### src/rtl/rx_fifo_pop_ctrl.sv
// rx_fifo_pop_ctrl: read-side controller for the PCS RX clock-crossing FIFO.
// It pops words from the FIFO into a 2-entry skid buffer and presents them
// downstream as a valid/ready stream. Words around FIFO forced-drain (dissync)
// events are dropped, and those events are counted. The first word delivered
// after a loss is marked with out_discont.
module rx_fifo_pop_ctrl #(
  parameter int WR_WIDTH     = 48,
  parameter int CNT_WIDTH    = 16,
  parameter int RESYNC_WORDS = 4
) (
  input  logic                 clk,
  input  logic                 reset,
  input  logic                 in_enable,
  input  logic                 fifo_canpop,
  output logic                 fifo_pop_rd,
  input  logic [WR_WIDTH-1:0]  fifo_data_rd,
  input  logic                 fifo_data_valid,
  input  logic                 fifo_dissync,
  input  logic                 out_ready,
  output logic                 out_valid,
  output logic [WR_WIDTH-1:0]  out_data,
  output logic                 out_discont,
  input  logic                 clear_cnt,
  output logic [CNT_WIDTH-1:0] loss_cnt,
  output logic [1:0]           fsm_state
);

  localparam int QW = $clog2(RESYNC_WORDS + 1);

  typedef enum logic [1:0] {
    IDLE = 2'd0,
    RUN  = 2'd1,
    LOSS = 2'd2
  } state_t;

  typedef struct packed {
    logic                discont;
    logic [WR_WIDTH-1:0] data;
  } entry_t;

  state_t           state_q, state_d;
  logic [QW-1:0]    quiet_q, quiet_d;
  logic             pend_q, pend_d;   // next pushed word gets out_discont
  logic [1:0]       occ_q;
  entry_t [1:0]     skid_q;           // [0] is the head
  entry_t           push_e;
  logic             accept, push, xfer, inc;

  // Pop depends only on registered occupancy, never on out_ready.
  assign fifo_pop_rd = in_enable & fifo_canpop & ~occ_q[1] & ~reset;
  assign accept      = fifo_pop_rd & fifo_data_valid;
  assign out_valid   = (occ_q != 2'd0);
  assign xfer        = out_valid & out_ready;
  assign out_data    = skid_q[0].data;
  assign out_discont = skid_q[0].discont;
  assign fsm_state   = state_q;
  assign inc         = in_enable & fifo_dissync;

  // FSM state, quiet counter and pending-discontinuity register.
  always_ff @(posedge clk or posedge reset) begin
    if (reset) begin
      state_q <= IDLE;
      quiet_q <= '0;
      pend_q  <= 1'b0;
    end else begin
      state_q <= state_d;
      quiet_q <= quiet_d;
      pend_q  <= pend_d;
    end
  end

  // Next-state logic and the push decision; everything holds while in_enable is low.
  always_comb begin
    state_d = state_q;
    quiet_d = quiet_q;
    pend_d  = pend_q;
    push    = 1'b0;
    push_e  = {1'b0, fifo_data_rd};
    if (in_enable) begin
      case (state_q)
        IDLE: begin
          if (accept) begin
            push    = 1'b1;
            state_d = RUN;
          end
        end
        RUN: begin
          // A word accepted alongside dissync is dropped.
          if (fifo_dissync) begin
            state_d = LOSS;
            quiet_d = '0;
          end else if (accept) begin
            push           = 1'b1;
            push_e.discont = pend_q;
            pend_d         = 1'b0;
          end
        end
        LOSS: begin
          // Accepted words are still popped (FIFO keeps draining) but dropped.
          if (fifo_dissync) begin
            quiet_d = '0;
          end else if (quiet_q == QW'(RESYNC_WORDS - 1)) begin
            state_d = RUN;
            quiet_d = '0;
            pend_d  = 1'b1;
          end else begin
            quiet_d = quiet_q + 1'b1;
          end
        end
        default: state_d = IDLE;
      endcase
    end
  end

  // Skid buffer: in-order 2-entry storage with shift-on-transfer.
  always_ff @(posedge clk or posedge reset) begin
    if (reset) begin
      occ_q  <= 2'd0;
      skid_q <= '0;
    end else begin
      case ({push, xfer})
        2'b10: begin
          if (occ_q == 2'd0) skid_q[0] <= push_e;
          else               skid_q[1] <= push_e;
          occ_q <= occ_q + 2'd1;
        end
        2'b01: begin
          skid_q[0] <= skid_q[1];
          occ_q     <= occ_q - 2'd1;
        end
        2'b11: begin
          // Push needs occ<2, so only occ 1 reaches here; occupancy is unchanged.
          skid_q[0] <= push_e;
        end
        default: ;
      endcase
    end
  end

  // Saturating loss-event counter; clear wins but still counts a same-cycle event.
  always_ff @(posedge clk or posedge reset) begin
    if (reset) begin
      loss_cnt <= '0;
    end else if (clear_cnt) begin
      loss_cnt <= {{(CNT_WIDTH-1){1'b0}}, inc};
    end else if (inc && !(&loss_cnt)) begin
      loss_cnt <= loss_cnt + 1'b1;
    end
  end

endmodule
### config.mk
export PLATFORM = sky130hd
export DESIGN_NAME = rx_fifo_pop_ctrl
export DESIGN_NICKNAME = d
export VERILOG_FILES = /design/src/rtl/rx_fifo_pop_ctrl.sv
export SDC_FILE = /design/constraint.sdc
export NUM_CORES = 1
export LEC_CHECK = 0
export CAP_MARGIN = 5
export CORE_MARGIN = 1.5
export CORE_UTILIZATION = 29
export DETAILED_ROUTE_END_ITERATION = 8
export PLACE_DENSITY_LB_ADDON = 0.08
export SLEW_MARGIN = 10
export SYNTH_ARGS = -nofsm -noshare
export SYNTH_HDL_FRONTEND = slang
export SYNTH_SLANG_ARGS = --single-unit
### constraint.sdc
create_clock -name clk -period 6.23 [get_ports clk]
set_input_delay 1.246 -clock clk [delete_from_list [all_inputs] [get_ports clk]]
set_output_delay 1.246 -clock clk [all_outputs]
set_load 0.02 [all_outputs]
; ---- After elaboration in Yosys (flattened, before gate mapping)
; Cells that the tools add are included.
[totals]
register_bits = 122
inputBits = 56
output_inout_bits = 69
elab_cells = 77
[op_classes]
add_sub_neg = 4
eq_ne = 13
mux = 27
bitwise_logic = 9
n_reduce_logical = 15
[ops]
columns = op, count
row1 = $pmux 49 s3, 1
row2 = $mux 49, 1
row3 = $mux 16, 2
row4 = $add 16x1->16 const B, 1
row5 = $reduce_and 16->1, 1
row6 = $ne 2x2->1 const B, 7
row7 = $mux 1, 11
row8 = $mux 3, 3
row9 = $mux 2, 4
row10 = $reduce_bool 2->1, 4
row11 = $and 1x1->1, 6
row12 = $eq 2x2->1 const B, 3
row13 = $pmux 2 s3, 1
row14 = $pmux 3 s2, 1
row15 = $reduce_and 6->1, 1
row16 = $reduce_and 5->1, 1
row17 = $eq 2x1->1 const B, 2
row18 = $logic_not 2->1, 2
row19 = $pmux 1 s2, 2
row20 = $pmux 2 s2, 1
row21 = $reduce_and 2->1, 2
row22 = $add 3x1->3 const B, 1
row23 = $eq 3x2->1 const B, 1
row24 = $not 1->1, 3
row25 = other kinds (6), 6

; ---- Depth between registers and ports, before layout
[logic_depth]
ltp_word = 11
ltp_mapped = 10
ltp_nobuf = 8

; ---- Worst setup path after synthesis
; OpenSTA, ideal clock, no wires.
[synth_timing]
path_kind = in2reg
from = input port in_enable
to = register skid_q (netlist bit out_data[10])
setup_ns = 0.133
arrival_time_ns = 2.885
required_ns = 6.097
slack_ns = 3.212
path_stages = 8
n_path_buf = 3
cell_sequence = buf_4 -> and4bb_2 -> nand3_1 -> ha_1 -> clkbuf_1 -> clkbuf_1 -> mux2i_1 -> o21ai_0
[synth_via]
elab_chain_len = 11
word_cells_on_any_way = 15
classes_between = eq/ne (4) / mux (5) / bitwise (4) / reduce/logical (2)
[synth_rtl]
columns = element, line_no
row1 = start: declaration, 13  ; input logic in_enable,
row2 = $and 1x1->1 * (3 in series), 50  ; assign fifo_pop_rd = in_enable & fifo_canpop & ~occ_q[1] & ~reset;
row3 = via fifo_pop_rd, 15  ; output logic fifo_pop_rd,
row4 = $and 1x1->1 *, 51  ; assign accept = fifo_pop_rd & fifo_data_valid;
row5 = $mux 1 *, "82, 92"
row6 = $mux 1, 89  ; if (fifo_dissync) begin
row7 = $pmux 1 s2 *, 80  ; case (state_q)
row8 = $mux 1 *, 79  ; if (in_enable) begin
row9 = $eq 2x2->1 or $eq 2x1->1 (tied branches), 121  ; case ({push, xfer})
row10 = $ne 2x2->1 (no source line) or $reduce_bool 3->1 (tied branches), n/a
row11 = $reduce_and 2->1 (no source line), n/a
row12 = end: declaration, 45  ; entry_t [1:0] skid_q;
; The timed path passes the listed nets; every way through them passes the cells marked *.
; A chain may end at the register's enable or synchronous reset.

; ---- Worst setup path after layout
[layout_timing]
from = input port in_enable
to = output port fifo_pop_rd
[layout_via]
elab_chain_len = 3
[layout_rtl]
columns = element, line_no
row1 = $and 1x1->1 (3 in series), 50
row2 = end: declaration, 15
; No other way between the ends.

==> results.ini <==
[critical_path]
arrival_ns = 2.96
worst_setup_path_end_kind = primary output
path_class = in2out
worstPathMaxFanout = 10
start_kind = input port
cp_data_required_time_ns = 4.98

[cts]
numCtsBuffers = 17
cts_root_buffer = clkbuf_16
post_cts_buffers = 0
clk_pin_slew_ns = 0.05
insertion_delay_ns = 0.41
cts_tree = built
cts_sinks = 122
hold_buffers = 0
cts_max_level = 4
clk_path_buf_depth = 2
postCtsResizedCells = 0

[drt]
drt_wl_total_um = 13100
initialDrtViolationCount = 132
routed-via-count = 4005
wl_per_cell_um = 15.0
ant_nets = 0
via_per_inst = 4.57
drcViolationCount = 0
dr.pass1.iters = 6

[logic_synthesis]
synth_seq_area_share_pct = 51.7
yosysWarnings = 0
synth_nets = 588
syn_area_per_cell_um2 = 11.2
netlist_area_um2 = 5900
synthFlopType = dfrtp_1
synth.distinct_cells = 50
yosysTopAreaCell = dfrtp_1
synthArstFlopShare_pct = 100
synth_seq_cells = 122
synth_enable_flop_cells = 0
syn_inst = 528
yosys.area.top_type_share_pct = 51.7
synth.area.top_cells = dfrtp_1 52%, mux2_2 9.4%, mux2i_1 8.1%

[global_routing]
grt.total_usage_pct = 13.1
grt_overflow = 0
grt_first_pass_wirelength_um = 21700
first_global_vias = 4020
grt_max_degree = 87
grt_antenna_before_repair = 0

[floorplan]
die_w_um = 146
fp.coreArea_um2 = 19700
row_count = 51
ios = 125
start_util_pct = 29.9
die_area_um2 = 21200
die_h_um = 146

[power_and_ir_drop]
clockPowerShare_pct = 32.8
ir_drop_uv = 231
pwr-share-seq_pct = 35.9
power_frac_comb_pct = 31.3
cellPowerDensity_nw_per_um2 = 422
p_int_uw = 2210
swShare_pct = 31.4
p_sw_uw = 1010
p_leak_uw = 0.00335

[timing]
period_needed_ns = 4.20
setup_viol = 0
tns_ns = 0
maxSlewViolCount = 0
tightest_slew_ns = 1.10
finClkSkew_ns = 0.00800
hold_viol = 0
relSlewSlack_pct = 26.4
grt_setup_unrepaired = no
fmax_mhz = 238
post-route-period-util_pct = 67.5

[final_layout]
num_antenna_cells = 0
fill_cells = 1886
layout-drive-gt1-share_pct = 16.2
finish.net_count = 658
finalNonFillerCells = 876
areaGrowthSynthToFinish_pct = 29.7

[run]
drv_cap = 0

[placement]
routabilityCongestion = 0.735
port_buffers = 124
place_inst = 844
hpwl_um = 8610

[min_path]
holdCritPathClass = reg2reg

[outcome]
status = completed

## cell families after synthesis
kind of cell    share of synthesized area [%]
compound gates                           9.67
buf+inv                                  9.08
simple gates                             10.6
fa+ha+maj                               0.848
mux                                      17.5
xor+xnor                                0.594
flops                                    51.7
## layer usage
layer,global-route usage [%],part of all wire (%),vias up
li1,-,-,1962
met5,0,0,-
met2,20.8,47,101
met3,4.89,6.3,12
met1,16.3,46,1930
met4,4.29,1.3,0
## power by group through the flow
stage	combinational, µW	sequential [µW]	clock, µW
CTS	1030	1160	1090
global route	1100	1190	1130
floorplan	818	1130	0
global placement	1020	1170	0
finish	1010	1160	1060
detailed placement	1030	1170	0
## worst max-delay path, cell delays in order
cell             delay [ns]
clkdlybuf4s50_1        0.67
and4bb_2               0.37
clkdlybuf4s50_1        0.67
## sequential cells by signal (all words and copies together), names as in the netlist
signal and count:
fsm_state 2, occ_q 2, skid_q 49, pend_q 1
out_data 48, loss_cnt 16, quiet_q 3, out_discont 1
## Yosys cell counts, drive strengths merged (2+ instances only)
library cell,number
ha,4
nor2b,8
xnor2,2
clkbuf,12
nand3,9
o21bai,2
nor3,3
nor2,7
buf,65
o31ai,6
nand2b,2
nand4,5
and4,4
o221a,2
xor2,2
a31oi,2
a21oi,15
dfrtp,122
nand2,63
a22o,3
nor4,3
or4,6
o21ai,61
inv,8
or3,3
mux2,49
mux2i,48
## through the flow
step	utilization, %	total power (µW)	setup slack (ns)	instance area [µm²]	hold WS, ns
after floorplan	-	1940	1.74	5900	0.451
after global placement	35.6	2190	2.05	7020	0.466
after detailed placement	35.6	2200	2.01	7020	0.470
after CTS	38.8	3290	2.01	7650	0.483
after global routing	38.8	3420	1.95	7660	0.508
final	38.8	3230	2.03	7660	0.478
## placed cells by master (no fill, tap or decap), types with 4 or more instances in the layout
master,Yosys,layout
a21oi_1,15,15
and4_1,4,4
buf_4,52,4
bufinv_16,0,4
clkbuf_16,0,17
clkdlybuf4s50_1,0,124
dfrtp_1,122,122
inv_1,6,5
mux2_2,49,49
mux2i_1,48,48
nand2_1,62,61
nand3_1,9,9
nor2_1,6,6
nor2b_1,8,8
o21ai_0,53,53
o21ai_1,8,8
o31ai_1,6,6
or4_1,6,6
## area by class of cell
type | instances | area, µm² | share of cell area (%)
clock buffers | 21 | 470 | 6.14
clock inverters | 11 | 168 | 2.19
inverters | 8 | 35.0 | 0.458
multi-input cells | 321 | 2330 | 30.4
flip-flops and latches | 122 | 3050 | 39.9
well taps | 265 | 332 | 4.33
repair buffers | 128 | 1270 | 16.6
## final timing paths
path	cells past startpoint	slack, ns	start	endpoint
setup / recovery	3	2.03	in_enable	fifo_pop_rd
hold / removal	2	0.48	out_data[28]	out_data[28]
setup reg to reg	7	3.62	fsm_state[1]	skid_q[55]
hold reg to reg	2	0.48	out_data[28]	out_data[28]
max in group asynchronous	3	3.80	reset	skid_q[55]
min in group asynchronous	2	1.42	reset	fsm_state[0]
No activity file was read; power rests on OpenSTA's default activity.
